File: src/rtl/issue_scheduler_pkg.sv
// Shared operation word layout between decode, the issue scheduler and execute.
package issue_scheduler_pkg;

  localparam logic [1:0] OP_ALU    = 2'd0;
  localparam logic [1:0] OP_MEM    = 2'd1;
  localparam logic [1:0] OP_BRANCH = 2'd2;
  // 2'd3 is not a legal operation type; such ops are dropped at issue.

  typedef struct packed {
    logic [1:0]  op_type;
    logic [13:0] payload;
  } operation_t;

endpackage

File: src/rtl/issue_scheduler.sv
// In-order issue buffer between decode and execute. Ops are issued one at a time;
// MEM ops hold issue until mem_done (or timeout), BRANCH ops hold issue until the
// branch resolves, and a taken branch discards every younger buffered op.
module issue_scheduler
  import issue_scheduler_pkg::*;
#(
  parameter int unsigned DEPTH       = 4,
  parameter int unsigned MEM_TIMEOUT = 64
) (
  input  logic                     clk,
  input  logic                     rst,
  input  logic                     in_valid,
  output logic                     in_ready,
  input  operation_t               in_op,
  output logic                     issue_valid,
  output operation_t               issue_op,
  input  logic                     mem_done,
  input  logic                     branch_resolved,
  input  logic                     branch_taken,
  output logic [$clog2(DEPTH):0]   occupancy,
  output logic                     err_timeout,
  output logic                     err_unknown
);

  localparam int unsigned PTR_W = $clog2(DEPTH);
  localparam int unsigned OCC_W = $clog2(DEPTH) + 1;
  localparam int unsigned CNT_W = $clog2(MEM_TIMEOUT + 1);

  localparam logic [1:0] ST_ISSUE    = 2'd0;
  localparam logic [1:0] ST_MEM_WAIT = 2'd1;
  localparam logic [1:0] ST_BR_WAIT  = 2'd2;

  operation_t             buffer [DEPTH];
  logic [PTR_W-1:0]       wr_ptr, wr_ptr_next;
  logic [PTR_W-1:0]       rd_ptr, rd_ptr_next;
  logic [OCC_W-1:0]       count, count_next;
  logic [1:0]             state, state_next;
  logic [CNT_W-1:0]       tmo_cnt, tmo_cnt_next;
  logic                   issue_valid_next;
  operation_t             issue_op_next;
  logic                   err_timeout_next;
  logic                   err_unknown_next;

  operation_t             head;
  logic                   flush;
  logic                   push;
  logic                   pop;

  // Handshake and buffer control decode.
  always_comb begin
    head     = buffer[rd_ptr];
    flush    = (state == ST_BR_WAIT) & branch_resolved & branch_taken;
    // Full blocks a push even if a pop frees a slot this cycle.
    in_ready = (count < OCC_W'(DEPTH)) & ~flush;
    push     = in_valid & in_ready;
    pop      = (state == ST_ISSUE) & (count != '0);
  end

  assign occupancy = count;

  // Pointer and occupancy next state; a taken branch empties the buffer.
  always_comb begin
    wr_ptr_next = wr_ptr;
    rd_ptr_next = rd_ptr;
    count_next  = count;
    if (push) begin
      wr_ptr_next = wr_ptr + PTR_W'(1);
    end
    if (pop) begin
      rd_ptr_next = rd_ptr + PTR_W'(1);
    end
    if (flush) begin
      // push and pop are both low here, so wr_ptr is stable.
      rd_ptr_next = wr_ptr;
      count_next  = '0;
    end else begin
      case ({push, pop})
        2'b10:   count_next = count + OCC_W'(1);
        2'b01:   count_next = count - OCC_W'(1);
        default: count_next = count;
      endcase
    end
  end

  // Issue FSM next state, issue register and sticky error flags.
  always_comb begin
    state_next       = state;
    tmo_cnt_next     = tmo_cnt;
    issue_valid_next = 1'b0;
    issue_op_next    = issue_op;
    err_timeout_next = err_timeout;
    err_unknown_next = err_unknown;
    case (state)
      ST_ISSUE: begin
        if (pop) begin
          case (head.op_type)
            OP_ALU: begin
              issue_valid_next = 1'b1;
              issue_op_next    = head;
            end
            OP_MEM: begin
              issue_valid_next = 1'b1;
              issue_op_next    = head;
              state_next       = ST_MEM_WAIT;
              tmo_cnt_next     = '0;
            end
            OP_BRANCH: begin
              issue_valid_next = 1'b1;
              issue_op_next    = head;
              state_next       = ST_BR_WAIT;
            end
            default: begin
              // Unknown type: consume the entry without issuing it.
              err_unknown_next = 1'b1;
            end
          endcase
        end
      end
      ST_MEM_WAIT: begin
        tmo_cnt_next = tmo_cnt + CNT_W'(1);
        if (mem_done) begin
          state_next = ST_ISSUE;
        end else if (tmo_cnt == CNT_W'(MEM_TIMEOUT - 1)) begin
          err_timeout_next = 1'b1;
          state_next       = ST_ISSUE;
        end
      end
      ST_BR_WAIT: begin
        if (branch_resolved) begin
          state_next = ST_ISSUE;
        end
      end
      default: begin
        state_next = ST_ISSUE;
      end
    endcase
  end

  // Control state registers with synchronous reset.
  always_ff @(posedge clk) begin
    if (rst) begin
      state       <= ST_ISSUE;
      wr_ptr      <= '0;
      rd_ptr      <= '0;
      count       <= '0;
      tmo_cnt     <= '0;
      issue_valid <= 1'b0;
      issue_op    <= '0;
      err_timeout <= 1'b0;
      err_unknown <= 1'b0;
    end else begin
      state       <= state_next;
      wr_ptr      <= wr_ptr_next;
      rd_ptr      <= rd_ptr_next;
      count       <= count_next;
      tmo_cnt     <= tmo_cnt_next;
      issue_valid <= issue_valid_next;
      issue_op    <= issue_op_next;
      err_timeout <= err_timeout_next;
      err_unknown <= err_unknown_next;
    end
  end

  // Buffer storage; contents are only meaningful behind the pointers, so no reset.
  always_ff @(posedge clk) begin
    if (push) begin
      buffer[wr_ptr] <= in_op;
    end
  end

endmodule

File: config.mk
export PLATFORM = sky130hd
export DESIGN_NAME = issue_scheduler
export DESIGN_NICKNAME = d
export VERILOG_FILES = /design/src/rtl/issue_scheduler_pkg.sv /design/src/rtl/issue_scheduler.sv
export SDC_FILE = /design/constraint.sdc
export NUM_CORES = 1
export LEC_CHECK = 0
export ABC_AREA = 1
export CAP_MARGIN = 20
export CORE_UTILIZATION = 55
export DETAILED_ROUTE_END_ITERATION = 8
export PLACE_DENSITY = 0.88
export REMOVE_ABC_BUFFERS = 1
export SYNTH_ARGS = -nofsm -noshare
export SYNTH_HDL_FRONTEND = slang
export SYNTH_SLANG_ARGS = --single-unit
export TNS_END_PERCENT = 5
File: constraint.sdc
create_clock -name clk -period 2.2 [get_ports clk]
set_input_delay 0.44 -clock clk [delete_from_list [all_inputs] [get_ports clk]]
set_output_delay 0.44 -clock clk [all_outputs]
set_load 0.02 [all_outputs]
Yosys cells after proc, flatten, opt, wreduce, memory -nomap -nowiden --
Memories as Yosys holds them, arrays and structs flattened. A register that Yosys moved wholly into a read port is not among the register bits. Cells that the tools add are included.
Cells by class: $add $sub $neg 5, reductions and logical operators 14, order comparisons 1, bitwise gates (word level) 10, eq/ne operators 12, muxes and demuxes 17
Operators by type and width (number):
- 2-bit two-way mux | 8
- 7-bit two-way mux | 2
- 7-bit one-hot mux with 2 select lines | 1
- 3-bit AND reduction | 4
- 7-bit by 1-bit adder with 7-bit output, second input constant | 1
- 7-bit by 6-bit equality test with 1-bit output, second input constant | 1
- 2-bit by 1-bit equality test with 1-bit output, second input constant | 3
- 2-bit equality test, second input constant | 3
- 2-bit one-hot mux with 3 select lines | 1
- 3-bit one-hot mux with 2 select lines | 1
- 2-bit nonzero test | 3
- 3-bit OR reduction | 2
- 1-bit bitwise AND | 5
- 1-bit inverter | 5
- 2-bit by 1-bit adder with 2-bit output, second input constant | 2
- 2-bit logical NOT | 2
- 2-bit != test, second input constant | 2
- 2-bit one-hot mux with 2 select lines | 1
- 4-bit AND reduction | 1
- 3-bit by 1-bit adder with 3-bit output, second input constant | 1
- 3-bit < comparator, second input constant | 1
- 1-bit two-way mux | 3
- 3-bit by 1-bit != test with 1-bit output, second input constant | 1
- 3-bit != test, second input constant | 1
- other kinds (4) | 4
Storage, ports and cells: register bits 35, bits of input ports 22, memories kept 1, memory bits (writable) 64
Memories:
- buffer | words 4, bits a word 16, rd ports 1, clocked after memory_dff 1, wr ports 1, RTL line issue_scheduler.sv:33 | operation_t buffer [DEPTH];

Logic depth before layout (Yosys ltp) --
Gate-level depths: netlist of run 1.
word-level depth 8, depth in mapped cells 15, depth with buffers taken out 15

Least setup slack after synthesis of run 1 --
Ideal clock, no wire load.
kind register to register, from register count[1], in the netlist occupancy[1], to register count[2], in the netlist occupancy[2], setup time 114 ps, cell stages (with the launch flop) 12, data arrival time 1767 ps, required time 2086 ps, clock period less this slack 1882 ps, path slack 318 ps, path through dfxtp_1 -> inv_1 -> nand2_2 -> nand2_4 -> inv_1 -> ha_1 -> inv_1 -> fa_1 -> a21oi_1 -> o21ai_0 -> xor2_1 -> nor2_1
On the way: longest elaborated chain between the ends 5, elaborated cells between the ends (all ways) 11, classes of those cells add/sub (2); order compare (1); eq/ne (2); mux (1); bitwise (3); reduce/logical (2)
Ends and longest elaborated chain:
- start, declared | RTL line issue_scheduler.sv:36 | logic [OCC_W-1:0] count, count_next;
- start signal, assigned | RTL line issue_scheduler.sv:155 | count <= count_next;
- 3-bit < comparator | RTL line issue_scheduler.sv:54 | in_ready = (count < OCC_W'(DEPTH)) & ~flush;
- 1-bit bitwise AND | RTL line issue_scheduler.sv:54
- 1-bit bitwise AND | RTL line issue_scheduler.sv:55 | push = in_valid & in_ready;
- 2-bit by 1-bit equality test with 1-bit output or 2-bit equality test (tied branches) | RTL line issue_scheduler.sv:77 | case ({push, pop})
- 3-bit one-hot mux with 2 select lines or 2-bit nonzero test (tied branches)
Parallel ways exist; a longest one is shown, timed or not. A chain may end at the register's enable or synchronous reset.

Worst setup path after layout of run 1 --
from input port branch_taken, to output port in_ready
On the way: longest elaborated chain between the ends 3
Ends and longest elaborated chain:
- start, declared | RTL line issue_scheduler.sv:19 | input logic branch_taken,
- 1-bit bitwise AND | RTL line issue_scheduler.sv:52 | flush = (state == ST_BR_WAIT) & branch_resolved & branch_taken;
- 1-bit inverter | RTL line issue_scheduler.sv:54
- 1-bit bitwise AND | RTL line issue_scheduler.sv:54
- end, declared | RTL line issue_scheduler.sv:13 | output logic in_ready,
Every way passes these cells.

==> flow_summary_export.csv, run 1 <==
group,metric,value,unit
synth,synth-seq-cells,101,
placement,dpl_worst_slack,-0.110,ns
placement,gp_congestion,0.838,
global_route,grt_overflow_total,0,
global_route,grt_pass1_wl,13700,um
final_layout,drive_gt1_frac,0.0929,
final_layout,final_core_util,0.685,
cts,post_cts_buffers,0,
setup_path,critical_path_arrival,1.63,ns
drt,wire_per_inst,15.2,um
timing,relSlewSlack,0.789,
power,vdd_ir_drop_max,0.745,mV
timing,worst_pin_slew,0.316,ns
timing,hold_ws,0.459,ns
setup_path,cp_top_family,"buffers and inverters",
timing,grt_setup_unrepaired,"no",
cts,clkSinkCount,101,
setup_path,end_kind,"output port",
run,maxCapViolCount,0,
final_layout,instances_no_fill,551,
setup_path,crit_path_start_kind,"input port",
setup_path,worstSetupPathType,"in -> out",
synth,yosysSeqAreaShare,0.650,
setup_path,critPathBufInv,2,
final_layout,fillerInstances,550,
floorplan,rows,31,
cts,numCtsBuffers,9,
power,cellPowerDensity,1200,nW/um^2
timing,skew,0.0118,ns
placement,dp_cells,535,
timing,fin_ws,0.132,ns
synth,synthCells,390,
hold_path,hold_path_class,"reg -> reg",
synth,netlist-cell-type-count,32,
run_status,status,"completed",
cts,post_cts_resized,1,
final_layout,diodes,0,
setup_path,cp.required,1.76,ns
synth,postSynthAreaPerCell,10.5,um^2
placement,dp_hpwl,5600,um
drt,drc,0,
drt,drt-total-wl,8380,um
global_route,grtUsageTotal,0.238,
timing,max_freq,0.484,GHz
placement,port_buffers,44,
cts,clk_pin_slew_worst_paths,0.10,ns
drt,first_pass_iters,4,
synth,synth_area,4100,um^2
global_route,grt_pass1_vias,2942,
cts,cts_max_path_buffers,2,
cts,tritoncts,"built",
global_route,grt_max_degree,31,
synth,synthTopCellsByArea,"edfxtp_1 47%, dfxtp_1 18%, nor2_1 8.1%",
final_layout,fin_nets,479,
timing,period_needed,2.07,ns
floorplan,ios,45,
drt,ant_nets,0,
drt,vias_per_cell,5.48,
cts,h-tree-depth,3,
power,p_leak,1.85,nW
synth,yosysTopAreaCell,"edfxtp_1",
timing,post-route-period-util,0.940,
floorplan,fp.dieArea,7800,um^2
floorplan,core,7210,um^2
floorplan,initial_core_util,0.568,
final_layout,areaGrowthSynthToFinish,20.7,%
setup_path,crit_fanout,3,
cts,cts_hold_buf,0,
setup_path,slowest_stage,"clkdlybuf4s50_1",
floorplan,die_w,88.3,um
setup_path,critPathMaxStageDelay,0.49,ns
timing,hold_viol_final,0,
timing,setup_violations,0,
timing,report.final.slew_viol_count,0,
cts,cts-root-buf,"clkbuf_8",
floorplan,die_h,88.3,um
setup_path,worstPathCellList,"clkdlybuf4s50_1, nand3_1, nor2_1, nor2_1, dlygate4sd2_1",
global_route,antenna_found_initial,0,
drt,first_iter_violations,171,
drt,via_count,3020,
cts,worstSkewPairLatency,0.37,ns
synth,yosys_warnings,0,
synth,synth_top_area_frac,0.469,
setup_path,crit_path_frequent_cell,"nor2_1",
[registers in the layout (all words and copies together), names as in the netlist, named ones only]
| signal | cells |
|---|---|
| tmo_cnt | 7 |
| occupancy | 3 |
| err_timeout | 1 |
| wr_ptr | 2 |
| issue_valid | 1 |
| err_unknown | 1 |
| rd_ptr | 2 |
| buffer | 64 |
| state | 2 |
| issue_op | 16 |
[kinds of logic (layout without fill, tap and decap cells)]
kind of cell / Yosys count / after routing / synth area share
simple gates: 146 / 146 / 0.154
flops: 101 / 101 / 0.650
compound gates: 83 / 83 / 0.107
buf+inv: 46 / 108 / 0.0480
fa+ha+maj: 10 / 10 / 0.0324
xor+xnor: 4 / 4 / 0.00856
[synth_stat cells, drive strengths merged]
cell and n:
edfxtp 64, dfxtp 37, xnor2 1, nor2 90, nand3 19, clkbuf 7
xor2 3, o21ai 52, a21oi 14, ha 9, nand2 31, o211ai 1
inv 33, buf 6, a31oi 1, o22ai 14, nor3 2, nand4 2
o21bai 1, or2 2, fa 1
[report_power, final]
group / switching (mW) / internal [mW]
clock network: 0.679 / 0.440
registers: 0.168 / 2.34
logic: 1.42 / 0.882
total: 2.26 / 3.66
[layer usage]
layer / wire (um) / global-route usage
met3: 431 / 0.0644
met4: 170 / 0.0982
met2: 4360 / 0.424
met1: 3410 / 0.271
met5: 0 / 0
[layout make-up]
cell class / instances / area (um^2) / area share
Sequential cell: 101 / 2660 / 0.539
Multi-Input combinational cell: 243 / 1240 / 0.250
Timing Repair Buffer: 59 / 602 / 0.122
Clock inverter: 7 / 68.8 / 0.0139
Clock buffer: 9 / 124 / 0.0251
Inverter: 33 / 126 / 0.0256
Tap cell: 99 / 124 / 0.0251
[layout by cell type (no fill, tap or decap), types with 2 or more instances in the layout]
cell,count
clkdlybuf4s50_1,43
nor2_1,88
dfxtp_1,37
buf_4,11
nor3_1,2
o21ai_0,48
a21oi_1,14
ha_1,9
xor2_1,3
edfxtp_1,64
nand2_1,29
buf_12,4
nand3_1,18
inv_8,2
inv_2,2
inv_1,30
o22ai_1,14
clkbuf_8,9
o21ai_1,4
or2_2,2
[final timing paths]
path	startpoint	end	slack [ns]	cells after the start
max reg2reg	register	issue_op[9]	0.17	8
min	err_unknown	err_unknown	0.46	2
max	branch_taken	in_ready	0.13	5
min reg2reg	err_unknown	err_unknown	0.46	2
[tightest hold or removal path, cell delays in order, from the launching register on]
cell and delay [ns]:
dfxtp_1 0.32, inv_1 0.05, a21oi_1 0.05
[stage by stage]
step	setup TNS, ns	instance area [um^2]	power (mW)
2_1_floorplan	-4.84	4030	3.94
3_3_place_gp	-0.164	4750	4.72
3_5_place_dp	-0.212	4750	4.84
4_1_cts	0	4940	5.95
5_1_grt	0	4940	6.30
6_report	0	4940	5.92
No activity file was read; power rests on OpenSTA's default activity.
==> run 2: changes to the inputs <==
- SKIP_LAST_GASP: default -> 1
==> results of run 2 <==
No change in the layout: final DEF, timing and power equal those of run 1.
==> run 3: changes to the inputs <==
- PLACE_DENSITY: 0.88 -> default
- PLACE_DENSITY_LB_ADDON: default -> 0.2
==> run 3 against run 2 <==
Clock skew is 0.0023 ns lower. Clock power is 14% higher. Non-clock buffer count increased by 3. First-iteration DRC count shrank 16%. Largest cell class unchanged. Final cell count up 0.54%. Cell area increased by 0.89%. Clock-buffer cell count did not move.
==> flow_summary_export.csv, run 3 (synthesis results as in run 1) <==
group,metric,value,unit
setup_path,worstPathCellList,"clkdlybuf4s50_1, nand3_1, nor2_1, nor2_1, dlygate4sd2_1",
power,switching_power,2.20,mW
run,maxCapViolCount,0,
timing,period_needed,2.03,ns
final_layout,largest_reg_flops,64,
final_layout,instances_no_fill,554,
power,comb_power_share,0.378,
power,clock_power_share,0.210,
setup_path,crit_path_start_kind,"input port",
placement,port_buffers,44,
final_layout,stdcell_area,4990,um^2
setup_path,crit_fanout,3,
floorplan,fp.dieArea,7800,um^2
setup_path,worstSetupPathType,"in -> out",
setup_path,slowest_stage,"clkdlybuf4s50_1",
floorplan,core,7210,um^2
global_route,grtUsageTotal,0.228,
drt,via_count,2959,
cts,cts_max_path_buffers,2,
setup_path,worst-path-stages,5,
placement,gp_congestion,0.823,
timing,grt_setup_unrepaired,"no",
cts,worstSkewPairLatency,0.35,ns
cts,post_cts_buffers,0,
setup_path,critPathBufInv,2,
timing,fin_ws,0.171,ns
final_layout,drive_gt1_frac,0.0967,
run_status,status,"completed",
timing,finalSetupTns,0,ns
final_layout,layout_commonest_cell,"nor2_1",
cts,numCtsBuffers,9,
cts,cts-root-buf,"clkbuf_8",
power,vdd_ir_drop_max,0.744,mV
placement,dpl_worst_slack,-0.102,ns
floorplan,initial_core_util,0.568,
global_route,grt_pass1_wl,13100,um
timing,relSlewSlack,0.785,
cts,cts_hold_buf,0,
cts,post_cts_resized,1,
cts,tritoncts,"built",
global_route,grt_max_degree,18,
final_layout,diodes,0,
timing,max_freq,0.493,GHz
hold_path,hold_path_class,"reg -> reg",
hold_path,min_path_cells,2,
drt,ant_nets,0,
final_layout,reg_top3,"buffer x64, issue_op x16, tmo_cnt x7",
power,p_total,6.08,mW
power,p_leak,1.87,nW
cts,h-tree-depth,3,
cts,clkSinkCount,101,
drt,vias_per_cell,5.34,
global_route,grt_overflow_total,0,
global_route,grt_pass1_vias,2803,
power,cellPowerDensity,1220,nW/um^2
floorplan,ios,45,
timing,report.final.slew_viol_count,0,
final_layout,largest-register,"buffer",
floorplan,die_w,88.3,um
setup_path,cp.required,1.76,ns
global_route,antenna_found_initial,0,
placement,dp_cells,538,
drt,wire_per_inst,14.7,um
timing,setup_violations,0,
placement,placed_cell_area,4760,um^2
setup_path,critPathMaxStageDelay,0.49,ns
power,p_int,3.88,mW
setup_path,end_kind,"output port",
power,p_sw_frac,0.362,
setup_path,cp_top_family,"buffers and inverters",
floorplan,die_h,88.3,um
power,p_seq_frac,0.412,
setup_path,critical_path_arrival,1.59,ns
timing,skew,0.00955,ns
final_layout,fin_nets,482,
drt,first_iter_violations,143,
drt,first_pass_iters,4,
final_layout,areaGrowthSynthToFinish,21.8,%
drt,drc,0,
drt,drt-total-wl,8160,um
floorplan,rows,31,
final_layout,fillerInstances,554,
placement,dp_hpwl,5270,um
timing,worst_pin_slew,0.323,ns
setup_path,crit_path_frequent_cell,"nor2_1",
timing,post-route-period-util,0.922,
final_layout,layout_common_cells,"88 x nor2_1, 64 x edfxtp_1, 48 x o21ai_0",
cts,clk_pin_slew_worst_paths,0.09,ns
setup_path,rr_worst_depth,10,
timing,hold_viol_final,0,
run 3: worst min-delay path: cells and delay by family, from the launching register on:
kind / cells / cell delay [ns]
AOI/OAI and AO/OA: 1 / 0.06
buffers and inverters: 1 / 0.06
DFF: 1 / 0.32
run 3: final timing paths:
| check | start | to | slack, ns |
|---|---|---|---|
| max reg2reg | register | issue_op[13] | 0.18 |
| min reg2reg | err_unknown | err_unknown | 0.47 |
| max | branch_taken | in_ready | 0.17 |
| min | err_unknown | err_unknown | 0.47 |
run 3: per-stage QoR:
stage	util	hold slack, ns
5_1_grt	0.691	0.505
4_1_cts	0.691	0.481
3_3_place_gp	0.660	0.438
6_report	0.691	0.474
2_1_floorplan	-	0.480
3_5_place_dp	0.660	0.460
run 3: final cells by class:
class	count	area, um^2	area share
clock inverters	7	101	0.0203
multi-input cells	243	1240	0.248
flip-flops and latches	101	2660	0.534
clock buffers	9	124	0.0248
repair buffers	62	612	0.123
well taps	99	124	0.0248
inverters	33	126	0.0253
run 3: per-layer routing:
layer / routed length [um] / vias to the layer above / global-route usage
li1: - / 1452 / -
met1: 3570 / 1411 / 0.280
met2: 4090 / 87 / 0.393
met3: 403 / 9 / 0.0541
met4: 92 / 0 / 0.0836
met5: 0 / - / 0
run 3: power by group through the flow:
stage | Combinational [mW] | Clock (mW) | Sequential [mW]
3_5_place_dp | 2.30 | 0 | 2.54
4_1_cts | 2.31 | 1.31 | 2.50
2_1_floorplan | 1.20 | 0 | 2.74
3_3_place_gp | 2.22 | 0 | 2.53
6_report | 2.30 | 1.28 | 2.50
5_1_grt | 2.57 | 1.37 | 2.54
